--- config.mk ---
export PLATFORM = sky130hd
export DESIGN_NAME = square_wave_source
export DESIGN_NICKNAME = d
export VERILOG_FILES = /design/src/rtl/osc_pkg.sv /design/src/rtl/strobe_edge_detect.sv /design/src/rtl/square_wave_source.sv
export SDC_FILE = /design/constraint.sdc
export NUM_CORES = 1
export LEC_CHECK = 0
export BUFFER_PORTS_ARGS = -buffer_cell sky130_fd_sc_hd__buf_2
export CORE_MARGIN = 10
export CORE_UTILIZATION = 40
export CTS_CLUSTER_DIAMETER = 200
export CTS_CLUSTER_SIZE = 28
export DETAILED_ROUTE_END_ITERATION = 16
export PLACE_DENSITY = 0.65
export SKIP_CTS_REPAIR_TIMING = 1
export SLEW_MARGIN = 10
export SYNTH_ARGS = -nofsm -noshare
export SYNTH_HDL_FRONTEND = slang
export SYNTH_SLANG_ARGS = --single-unit
export TNS_END_PERCENT = 10
--- constraint.sdc ---
create_clock -name qzt_clk -period 16.4 [get_ports qzt_clk]
set_input_delay 3.28 -clock qzt_clk [delete_from_list [all_inputs] [get_ports qzt_clk]]
set_output_delay 3.28 -clock qzt_clk [all_outputs]
set_load 0.01 [all_outputs]
--- src/rtl/osc_pkg.sv ---
// osc_pkg: widths and sample type shared by the sinusoidal-oscillator chain.
package osc_pkg;
    localparam int SAMPLE_W = 14;
    localparam int FILT_W   = 20;
    localparam int PAD_W    = 6;
    typedef logic signed [SAMPLE_W-1:0] sample_t;
endpackage

--- src/rtl/strobe_edge_detect.sv ---
// strobe_edge_detect: synchronizes an asynchronous strobe and flags its rising edges.
module strobe_edge_detect (
    input  logic clk,
    input  logic rst,
    input  logic strobe,
    output logic tick
);
    logic s1, s2, s3;

    // Preset to 1 so a strobe already high at reset release is not taken as an edge.
    always_ff @(posedge clk or posedge rst) begin
        if (rst) {s1, s2, s3} <= 3'b111;
        else     {s1, s2, s3} <= {strobe, s1, s2};
    end

    assign tick = s2 & ~s3;
endmodule

--- src/rtl/square_wave_source.sv ---
// square_wave_source: +/-amplitude square wave (or raw ADC bypass) produced once per
// sample strobe, left-aligned into the 20-bit low-pass cascade input.
module square_wave_source
    import osc_pkg::*;
#(
    parameter int HP_W = 16
) (
    input  logic              qzt_clk,
    input  logic              reset,
    input  logic              sample_clk,
    input  logic              enable,
    input  logic              src_sel,
    input  logic [HP_W-1:0]   half_period,
    input  logic [12:0]       amplitude,
    input  logic [13:0]       adc_sample,
    output logic [FILT_W-1:0] Vout,
    output logic              sample_valid,
    output logic              sync,
    output logic              phase
);
    logic            tick, primed, wrap, rise, phase_n;
    logic [HP_W-1:0] count, count_n, hp_l, hp_in;
    logic [12:0]     amp_l, amp_n;
    sample_t         mag, sample;

    strobe_edge_detect u_edge (
        .clk    (qzt_clk),
        .rst    (reset),
        .strobe (sample_clk),
        .tick   (tick)
    );

    // Parameters are re-latched only at a rising transition so each period is whole.
    always_comb begin
        hp_in   = (half_period == '0) ? HP_W'(1) : half_period;
        wrap    = primed && (count == hp_l - HP_W'(1));
        rise    = !primed || (wrap && !phase);
        phase_n = !primed || (wrap ? !phase : phase);
        count_n = (!primed || wrap) ? '0 : count + HP_W'(1);
        amp_n   = rise ? amplitude : amp_l;
        mag     = sample_t'({1'b0, amp_n});
        sample  = src_sel ? sample_t'(adc_sample) : (phase_n ? mag : -mag);
    end

    always_ff @(posedge qzt_clk or posedge reset) begin
        if (reset) begin
            Vout         <= '0;
            sample_valid <= 1'b0;
            sync         <= 1'b0;
            phase        <= 1'b0;
            count        <= '0;
            primed       <= 1'b0;
            hp_l         <= HP_W'(1);
            amp_l        <= '0;
        end else if (!enable) begin
            Vout         <= '0;
            sample_valid <= 1'b0;
            sync         <= 1'b0;
            phase        <= 1'b0;
            count        <= '0;
            primed       <= 1'b0;
            hp_l         <= HP_W'(1);
            amp_l        <= '0;
        end else begin
            sample_valid <= tick;
            sync         <= tick && rise;
            if (tick) begin
                count  <= count_n;
                phase  <= phase_n;
                primed <= 1'b1;
                Vout   <= {sample, {PAD_W{1'b0}}};
                if (rise) begin
                    hp_l  <= hp_in;
                    amp_l <= amplitude;
                end
            end
        end
    end
endmodule

==> results by group <==
STA
  – Fin. Hold Viols: 0
  – Fmax: around 0.18 GHz
  – Worst Tran Pin Value: 1.073 ns
  – Final Setup Violations: 0
  – RSZ-0062 raised after global routing: no
  – Post-layout minimum cycle time: 5.700 ns
  – Relative slew slack: 0.2845
  – Max-slew violations: 0
  – Worst Skew: 0.01209 ns
  – Period utilization: 0.3475
  – Setup TNS: 0 ns

CTS
  – Clk buf depth: 2
  – Root Buffer Master: clkbuf_8
  – TritonCTS Buffers: 9
  – Skew-Pair Late Insertion Delay: 0.35 ns
  – Clock Sinks: 66
  – H-tree Lvls: 3
  – Clk slew on worst S/H paths: approximately 0.08 ns
  – CTS tree: built

Layout
  – Layout area overhead: 14.44%
  – Nets: 523
  – Diodes inserted: 0
  – Final cell count without fillers: between 600 and 700
  – Layout cells sized above 1: 0.2164
  – Finished layout cell area: 4531 um2

Logic synthesis
  – Flops & latches, synth: between 60 and 70
  – Cells after Synth: 418
  – Ys Warns: 0
  – Synth async-reset ratio: 1.000
  – Post-synthesis sequential area ratio: 0.4185
  – EDFF count, synth: 0
  – Post-Synthesis Cell Area: 3959 um2
  – Count of cell types in the netlist: between 50 and 60
  – Main synth FF type: dfrtp_1
  – Syn Area/Cell: between 9 and 10 um2

Route
  – Via Count: 3446
  – Routed WL per cell: 17.31 um
  – DR pass1 iterations: 4
  – Final wirelength: 10.54 mm
  – Drt via density: around 5.7
  – Iter 0 DRT Violations: 177
  – DRC: 0
  – Remaining antenna violation count after routing: 0

Floorplanning
  – Height of the die: roughly 120 um
  – I/O pin cnt: 71
  – Row count: 36
  – Initial Util: 0.4069
  – Die width: 119.5 um
  – Core area: between 9000 and 10000 um2
  – Die area: about 14000 um2

Global routing
  – Largest net degree at the start of global routing: 67
  – First-pass GRT wire length: around 17 mm
  – Vias in the first global route: 3463
  – Total grt overflow: 0
  – Initial antenna violation count: 0
  – Total GRT Usage: 0.1481

Placed design
  – Port-buffer cells: 64
  – Placed cell count: 593
  – Placed cell area: 4342 um2
  – Post-DP HPWL: 7.762 mm
  – Gpl congestion: 0.8390

Run
  – Max cap viols: 0

Hold path
  – Tightest Hold Check Type: flop to flop

Critical path
  – Type of the worst setup path: flop to flop
  – WP data arrival: 5.94 ns
  – Critical path endpoint category: flop
  – CP max FO: 33
  – Worst EP required: 16.64 ns
  – Startpoint Class: flop

Pwr
  – Static leakage: 2.089 nW
  – P per Cell Area: 86.28 nW/um2
  – Max rail drop VDD: 43.58 uV

Run status
  – Outcome: finished clean
==> layout by cell type, fill, tap and decap left out, types with 3 or more instances in the layout <==
| cell | synthesis | final |
|---|---|---|
| buf_2 | 6 | 64 |
| dfrtp_1 | 62 | 62 |
| nand2_1 | 39 | 39 |
| nor2_1 | 33 | 33 |
| a22o_1 | 33 | 33 |
| o21ai_0 | 21 | 21 |
| xor2_1 | 17 | 17 |
| xnor2_1 | 15 | 15 |
| a21oi_1 | 13 | 13 |
| o31ai_1 | 13 | 13 |
| mux2i_1 | 12 | 12 |
| nor3_1 | 12 | 12 |
| nand3_1 | 11 | 11 |
| a21o_1 | 10 | 10 |
| clkbuf_8 | 0 | 10 |
| inv_1 | 10 | 9 |
| a211oi_1 | 7 | 7 |
| nor4_1 | 7 | 7 |
| conb_1 | 1 | 6 |
| or2_2 | 5 | 5 |
| a32oi_1 | 5 | 5 |
| nand2b_1 | 4 | 4 |
| or3_1 | 4 | 4 |
| nand4_1 | 4 | 4 |
| nor4b_1 | 4 | 4 |
| ha_1 | 4 | 4 |
| dfstp_2 | 4 | 4 |
| and2_1 | 3 | 3 |
| clkbuf_1 | 15 | 3 |
| buf_4 | 6 | 3 |
==> final timing paths <==
kind                                      from                endpoint  slack [ns]  cells after the start
max                        hp_l[0]$_DFFE_PP1P_    Vout[16]$_DFFE_PP0P_       10.70                     19
min                        u_edge.s1$_DFF_PP1_     u_edge.s2$_DFF_PP1_        0.36                      0
max reg2reg                hp_l[0]$_DFFE_PP1P_    Vout[16]$_DFFE_PP0P_       10.70                     19
min reg2reg                u_edge.s1$_DFF_PP1_     u_edge.s2$_DFF_PP1_        0.36                      0
max in group asynchronous                reset  sample_valid$_DFF_PP0_       12.67                      3
min in group asynchronous                reset    amp_l[4]$_DFFE_PP0P_        3.16                      3
==> cell usage after synthesis (all sizes together), types with 3 or more instances <==
| cell | count | area [um2] |
|---|---|---|
| xnor2 | 15 | 131.4 |
| or3 | 4 | 25.02 |
| nor2 | 33 | 123.9 |
| or2 | 5 | 31.28 |
| nand4 | 4 | 25.02 |
| a22o | 33 | 289.0 |
| inv | 10 | 37.54 |
| nand2 | 39 | 146.4 |
| nand2b | 4 | 25.02 |
| a21o | 10 | 75.07 |
| a2111oi | 3 | 32.53 |
| ha | 4 | 50.05 |
| o21ai | 22 | 110.1 |
| dfstp | 4 | 105.1 |
| and2 | 3 | 18.77 |
| buf | 14 | 90.08 |
| o31ai | 13 | 97.59 |
| a21oi | 13 | 65.06 |
| dfrtp | 62 | 1551 |
| nor4b | 5 | 58.80 |
| clkbuf | 16 | 61.30 |
| nand3 | 11 | 55.05 |
| nor4 | 9 | 86.33 |
| a211oi | 7 | 52.55 |
| xor2 | 17 | 148.9 |
| nor3 | 13 | 70.07 |
| a32oi | 5 | 43.79 |
| mux2i | 12 | 120.1 |
==> sequential cells by signal, summed over array words and instances (netlist names), 13 cells and up <==
signal / flops
count: 16
Vout: 14
hp_l: 16
amp_l: 13
==> area by class of cell <==
class	instances	area, um2
tap	133	166.4
multi-input combinational	317	2138
inverter	10	37.54
sequential	66	1657
clock inverter	3	40.04
timing repair buffer	67	342.8
clock buffer	13	148.9
fill	961	5199
==> metal layers <==
layer,track usage,vias to the layer above,share of wire
met3,0.05432,20,0.067
met1,0.1792,1704,0.42
met2,0.2366,89,0.49
met4,0.05354,0,0.024
met5,0,-,0
li1,-,1633,-
==> critical path: stages (launching register included) <==
cell and delay [ns]:
dfstp_2 0.57, inv_1 0.07, ha_1 0.29, o21ba_2 0.22, a221oi_1 0.31, a41oi_1 0.07, or4b_4 0.56, nor4_4 0.86
and2_1 0.24, ha_1 0.24, nor2b_2 0.06, buf_4 0.25, mux2i_1 0.31, ha_1 0.27, o211ai_1 0.11, a2111oi_0 0.47
a21oi_1 0.19, xor2_1 0.19, o21ai_0 0.08, a22o_1 0.21
==> kinds of logic after synthesis <==
logic type               after synthesis  synth area share
AO/OA/AOI/OAI                        122            0.2272
XOR/XNOR                              32           0.07080
adder cells (fa/ha/maj)                4           0.01264
buffers and inverters                 40           0.04772
flip-flops                            66            0.4185
multiplexers                          14           0.03603
other                                  1         0.0009473
AND/OR/NAND/NOR                      139            0.1861
==> stage by stage <==
| stage | hold WS (ns) | utilization | setup WS, ns | total power [W] |
|---|---|---|---|---|
| 6_report | 0.3612 | 0.4657 | 10.70 | 0.0003909 |
| 5_1_grt | 0.3640 | 0.4657 | 10.28 | 0.0004115 |
| 4_1_cts | 0.3660 | 0.4657 | 10.71 | 0.0003943 |
| 3_5_place_dp | 0.3481 | 0.4462 | 10.73 | 0.0002564 |
| 3_3_place_gp | 0.3467 | 0.4462 | 11.02 | 0.0002549 |
| 2_1_floorplan | 0.3452 | - | 11.18 | 0.0002345 |
==> report_power, final <==
part	total [W]	internal [W]	switching, W
Sequential	0.000178	0.000170	0.00000763
Clock	0.000137	0.0000741	0.0000633
Combinational	0.0000756	0.0000299	0.0000457
(Power assumes the default switching activity.)
